### src/rtl/bk_sum_buffer.sv
// First-word-fall-through buffer for registered 17-bit adder results,
// with saturating carry-out statistics and a sticky overflow flag.
module bk_sum_buffer #(
  parameter int DEPTH = 4,
  parameter int CW    = 8
) (
  input  logic                     clk,
  input  logic                     rst,
  input  logic                     in_valid,
  input  logic [16:0]              in_sum,
  output logic                     in_ready,
  output logic                     out_valid,
  input  logic                     out_ready,
  output logic [15:0]              out_sum,
  output logic                     out_carry,
  output logic [$clog2(DEPTH):0]   level,
  output logic [CW-1:0]            carry_cnt,
  output logic                     drop_err,
  input  logic                     clr_stats
);

  localparam int AW = $clog2(DEPTH);
  localparam logic [AW:0] FULL_LEVEL = (AW+1)'(DEPTH);

  logic [16:0]   mem [DEPTH];
  logic [AW-1:0] wr_ptr;
  logic [AW-1:0] rd_ptr;
  logic          push;
  logic          pop;

  assign in_ready  = (level != FULL_LEVEL);
  assign out_valid = (level != '0);
  assign push      = in_valid && in_ready;
  assign pop       = out_valid && out_ready;
  assign out_sum   = mem[rd_ptr][15:0];
  assign out_carry = mem[rd_ptr][16];

  // Storage is cleared on reset so the head reads zero while empty after reset.
  always_ff @(posedge clk or posedge rst) begin
    if (rst) begin
      for (int i = 0; i < DEPTH; i++) begin
        mem[i] <= '0;
      end
    end else if (push) begin
      mem[wr_ptr] <= in_sum;
    end
  end

  // Pointers wrap naturally because DEPTH is a power of two.
  always_ff @(posedge clk or posedge rst) begin
    if (rst) begin
      wr_ptr <= '0;
      rd_ptr <= '0;
      level  <= '0;
    end else begin
      if (push) begin
        wr_ptr <= wr_ptr + 1'b1;
      end
      if (pop) begin
        rd_ptr <= rd_ptr + 1'b1;
      end
      case ({push, pop})
        2'b10:   level <= level + 1'b1;
        2'b01:   level <= level - 1'b1;
        default: level <= level;
      endcase
    end
  end

  // A clear wins over a same-cycle carry increment or drop.
  always_ff @(posedge clk or posedge rst) begin
    if (rst) begin
      carry_cnt <= '0;
      drop_err  <= 1'b0;
    end else if (clr_stats) begin
      carry_cnt <= '0;
      drop_err  <= 1'b0;
    end else begin
      if (push && in_sum[16] && (carry_cnt != '1)) begin
        carry_cnt <= carry_cnt + 1'b1;
      end
      if (in_valid && !in_ready) begin
        drop_err <= 1'b1;
      end
    end
  end

endmodule

### config.mk
export PLATFORM = sky130hd
export DESIGN_NAME = bk_sum_buffer
export DESIGN_NICKNAME = d
export VERILOG_FILES = /design/src/rtl/bk_sum_buffer.sv
export SDC_FILE = /design/constraint.sdc
export NUM_CORES = 1
export LEC_CHECK = 0
export ABC_AREA = 1
export BUFFER_PORTS_ARGS = -buffer_cell sky130_fd_sc_hd__buf_2
export CAP_MARGIN = 20
export CORE_MARGIN = 4
export CORE_UTILIZATION = 61
export DETAILED_ROUTE_END_ITERATION = 8
export GPL_ROUTABILITY_DRIVEN = 0
export PLACE_DENSITY = 0.81
export SYNTH_ARGS = -nofsm -noshare
export SYNTH_HDL_FRONTEND = slang
export SYNTH_SLANG_ARGS = --single-unit
### constraint.sdc
create_clock -name clk -period 4.4 [get_ports clk]
set_input_delay 0.44 -clock clk [delete_from_list [all_inputs] [get_ports clk]]
set_output_delay 0.44 -clock clk [all_outputs]
set_load 0.02 [all_outputs]
### Yosys cells after proc, flatten, opt, wreduce, memory -nomap -nowiden

Index checks and enable logic that the tools add are counted.

| operators by class | value |
|---|---|
| add/subtract/negate cells | 5 |
| order comparisons | 3 |
| eq/ne operators | 4 |
| multiplexer cells | 11 |
| bitwise gates (word level) | 2 |
| reductions and logical operators | 11 |

Operators with widths:

| cell | count |
|---|---|
| 68-bit bitwise mux | 1 |
| 17-bit 2-to-1 mux | 3 |
| 17-bit binary-select mux with 2-bit select | 1 |
| 17-bit demux with 2-bit select | 1 |
| 8-bit 2-to-1 mux | 2 |
| 8-bit by 1-bit adder with 8-bit output (second input constant) | 1 |
| 8-bit inequality test (second input constant) | 1 |
| 3-bit >= comparator (second input constant) | 2 |
| 1-bit logical AND | 6 |
| 2-bit NOT with 3-bit output | 2 |
| 3-bit one-hot mux with 2 select lines | 1 |
| 2-bit nonzero test | 3 |
| 2-bit by 1-bit adder with 2-bit output (second input constant) | 2 |
| 3-bit by 1-bit adder with 3-bit output (second input constant) | 1 |
| 3-bit by 1-bit less-than comparator with 1-bit output (second input constant) | 1 |
| 3-bit inequality test (second input constant) | 1 |
| 3-bit nonzero test | 1 |
| 3-bit by 1-bit subtractor with 3-bit output (second input constant) | 1 |
| 2-bit by 1-bit equality test with 1-bit output (second input constant) | 1 |
| 2-bit equality test (second input constant) | 1 |
| 1-bit 2-to-1 mux | 2 |
| 1-bit logical NOT | 1 |

| word-level totals | value |
|---|---|
| bits in registers | 84 |
| input bits | 22 |
| logic and storage cells | 45 |

### Logic depth before layout (Yosys ltp)

| logic depth | value |
|---|---|
| depth after elaboration | 6 |
| depth in mapped cells | 10 |
| depth with buffers taken out | 10 |

### Least setup slack after synthesis

OpenSTA, ideal clock, no wires.

| path | value |
|---|---|
| kind | register to register |
| start | register level[2] |
| end | register level[2] |
| arrival | 1.902 ns |
| required time | 4.269 ns |
| slack | 2.367 ns |
| cell stages (with the launch flop) | 11 |
| cell sequence | dfrtp_1 -> inv_1 -> nand2_1 -> nand2_1 -> inv_1 -> ha_1 -> inv_1 -> fa_1 -> a21oi_1 -> o21ai_0 -> xor2_1 |

| on the way | value |
|---|---|
| cells in the longest elaborated chain, start to end | 4 |
| elaborated cells on any way between the ends | 10 |

RTL lines:

| what | RTL line | RTL |
|---|---|---|
| start, declared | 16 | `output logic [$clog2(DEPTH):0] level,` |
| start signal, assigned | 63 | `2'b10: level <= level + 1'b1;` |
| start signal, assigned | 64 | `2'b01: level <= level - 1'b1;` |
| start signal, assigned | 65 | `default: level <= level;` |
| 3-bit nonzero test (*) | 32 | `assign out_valid = (level != '0);` |
| via out_valid | 12 | `output logic out_valid,` |
| 1-bit logical AND (*) | 34 | `assign pop = out_valid && out_ready;` |
| via pop | 29 | `logic pop;` |
| 2-bit by 1-bit equality test with 1-bit output / 2-bit equality test (equally long branches) | 62 | `case ({push, pop})` |
| 3-bit one-hot mux with 2 select lines / 2-bit nonzero test (equally long branches) | - |  |

The timed path passes the listed nets; every way through them passes the cells marked *.
A chain may end at the register's enable or synchronous reset.

### Worst setup path after layout

| path | value |
|---|---|
| start | register rd_ptr[1] |
| end | output port out_sum[15] |

| on the way | value |
|---|---|
| cells in the longest elaborated chain, start to end | 4 |

RTL lines:

| what | RTL line | RTL |
|---|---|---|
| start, declared | 27 | `logic [AW-1:0] rd_ptr;` |
| start signal, assigned | 60 | `rd_ptr <= rd_ptr + 1'b1;` |
| 2-bit NOT with 3-bit output (implied by the code) | 35 | `assign out_sum = mem[rd_ptr][15:0];` |
| 17-bit binary-select mux with 2-bit select | 35 |  |
| 17-bit 2-to-1 mux (2 in series) | - |  |
| end, declared | 14 | `output logic [15:0] out_sum,` |

Every way passes these cells. The select of a mux whose other input is x is not followed.

==> implementation parameters <==
Parameter                              Value

Floorplanning
  Starting density of the core    64.1%
  Die W    87.6 µm
  Number of cell rows    28
  Ports placed on the boundary    53
  Die outline area    0.00767 mm²
  Core ar.    approximately 0.0060 mm²
  Floorplan die height    87.6 µm

Synth
  Synth warnings    0
  Most common cell in the netlist    nand2_1
  Most area-consuming cells after synthesis    dfrtp_1, nand2_1, o21ai_1, o21ai_0, nor2_1
  Count of flip-flops with a built-in enable after synthesis    0
  Gate count after technology mapping    455
  Synthesized area divided by synthesized cell count    8.49 µm²
  Count of unique library cells instantiated by Yosys    20
  Biggest area consumer among synthesized cells    dfrtp_1
  Commonest cells in the synthesized netlist    nand2_1, dfrtp_1, o21ai_1, nor2_1, inv_1
  Synth async-reset ratio    100%
  Flip-flop cell with the highest count after synthesis    dfrtp_1
  Net count of the mapped netlist    484
  Post-Syn Area    0.00386 mm²
  Sequential fraction of the synthesis area    54.4%
  Flip-flop and latch count after synthesis    84
  Share of the synthesized area in the top cell type    54.4%

Routing
  DR vias/cell    around 5.6
  Number of remaining DRC errors    0
  ANT nets after route    0
  Total number of vias    between 3000 and 4000
  1st-pass router iterations    5
  Final wirelength    8310 µm
  Average wire length per cell after detail routing    around 14 µm
  Violation count after the first detailed-route iteration    216

CTS
  Root Driver    clkbuf_8
  CTS Buffer Depth    2
  Number of buffers inserted during clock tree synthesis    9
  TritonCTS clock tree    yes
  CTS H-tree depth    3
  Hold buffer count at CTS    0
  Count of clock tree sinks    84
  Clk slew on worst S/H paths    0.08 ns
  Post-cts resize count    0
  Clock latency of the later-clocked register in the worst-skew pair    0.34 ns
  Post-CTS setup buffer count    0

STA
  Clock Skews    about 0.0084 ns
  Total negative slack    0 ns
  Worst slew slack as a fraction of its limit    approximately 34%
  Share of the clock period used by the worst path    57.5%
  Setup slack after layout    1.87 ns
  Max Slew Vio Count    0
  Measured slew at the worst slew-check pin    0.993 ns
  Endpoints failing setup    0
  Minimum period implied by the final worst setup slack    around 2.5 ns
  Maximum clock rate    0.395 GHz
  Number of hold violations in the final report    0
  Setup repair after global routing missed its margin    no

Power and ir drop
  Net switching power    between 0.001 and 0.0015 W
  Pint    0.00191 W
  Share of power burned in combinational logic    43.0%
  Share of total power consumed by net switching    between 40% and 50%
  IR drop worst, VDD    just over 0.5 mV
  Share of total power in the clock network    17.7%
  Seq pwr share    39.4%
  Static power due to leakage    2.25 nW
  Power Dens Cells    around 760 mW/mm²

Global route
  Remaining Overflow, GRT    0
  Wire length of the first global-routing pass    14500 µm
  Pin count of the biggest net entering global routing    48
  Initial antenna violation count    0
  Global routing usage summed across all routing layers    ~24%
  Vias in the first global route    3169

Placed design
  Detailed Place HPWL    5070 µm
  DP Area    0.00413 mm²
  Pre-CTS setup slack    2.31 ns
  Input/output buffers    52

Finish
  Area added between synthesis and finish    12.7%
  Inserted Diodes    0
  Layout cells sized above 1    15.5%
  Fill cell total of the finished layout    458
  NumNets Final    526
  Finished Cell Area    0.00435 mm²
  Core utilization of the finished layout    72.3%

Worst setup path
  Data required, critical path    slightly below 4 ns
  Critical Path Source Type    register
  Worst Path Arrival    2.09 ns
  Worst-path maximum fanout    19
  Category of the worst setup path capture point    output pin
  Critical path type    reg -> out

Flow run
  Reported max-cap violation count    0

Worst hold path
  Hold Path Class    in -> async

Outcome
  Status    completed
[cells by family (layout without fill, tap and decap cells)]
| logic type | count (synthesis) | in the layout | synth area share (%) |
|---|---|---|---|
| compound gates | 128 | 128 | 17.6 |
| fa+ha+maj | 7 | 7 | 2.46 |
| simple gates | 170 | 170 | 18.2 |
| flops | 84 | 84 | 54.4 |
| buf+inv | 62 | 109 | 6.41 |
| xor+xnor | 4 | 4 | 0.907 |
[final timing paths]
kind,startpoint,endpoint,slack (ns),depth (start not counted)
min in group clk,clr_stats,drop_err,0.27,2
worst max-delay path,rd_ptr[1],out_sum[15],1.87,4
worst min-delay path,rst,mem[14],0.15,2
worst min register to register,mem[50],mem[50],0.49,2
worst max register to register,level[0],level[2],2.33,9
max in group asynchronous,rst,mem[36],3.24,3
[metal layers]
| metal | part of all wire (%) | track usage (%) | up-vias |
|---|---|---|---|
| met5 | 0 | 0 | - |
| met4 | 2.3 | 9.76 | 0 |
| met3 | 5.2 | 4.61 | 19 |
| met2 | 48 | 38.5 | 97 |
| met1 | 45 | 32.5 | 1527 |
| li1 | - | - | 1567 |
[state kept, by name (all words and copies together), names as in the netlist]
name       count
drop_err       1
wr_ptr         2
rd_ptr         2
mem           68
carry_cnt      8
level          3
[final cells by class]
cell class | instances | area [µm²] | area share, %
sequential | 84 | 2100 | 48.3
tap | 75 | 93.8 | 2.16
inverter | 39 | 148 | 3.39
clock buffer | 13 | 179 | 4.11
clock inverter | 3 | 42.5 | 0.977
multi-input combinational | 309 | 1510 | 34.8
timing repair buffer | 54 | 275 | 6.32
[critical path, cell delays in order (launching register included)]
cell and delay [ns]:
dfrtp_1 0.60, inv_1 0.54, o21ai_0 0.20, o22ai_1 0.19
buf_2 0.22
[placed cells by master (no fill, tap or decap)]
master,count
o22ai_1,17
xnor2_1,1
buf_4,2
fa_1,1
ha_1,6
nand2_1,97
nand3_1,21
nand3_2,1
nor2_1,46
buf_2,52
xor2_1,3
o21ai_0,38
nand2_4,4
o21ai_1,68
bufinv_16,1
dfrtp_1,84
o21bai_1,2
clkbuf_8,13
a21boi_4,1
nor2_2,1
clkinvlp_4,1
a21oi_1,2
clkinv_2,2
inv_1,38
[power by group through the flow]
| stage | registers [W] | clock network (W) | logic (W) |
|---|---|---|---|
| 5_1_grt | 0.00134 | 0.000630 | 0.00161 |
| 2_1_floorplan | 0.00126 | 0 | 0.00107 |
| 4_1_cts | 0.00130 | 0.000595 | 0.00143 |
| 6_report | 0.00130 | 0.000585 | 0.00142 |
| 3_3_place_gp | 0.00129 | 0 | 0.00138 |
| 3_5_place_dp | 0.00131 | 0 | 0.00141 |
[through the flow]
step                      cells  power (W)  hold WS [ns]
after floorplan             455    0.00233         0.454
after global placement      561    0.00267         0.466
after detailed placement    561    0.00272         0.473
after CTS                   577    0.00333         0.160
after global routing        577    0.00358         0.195
final                       577    0.00331         0.151
Power figures use the tool's default switching activity.
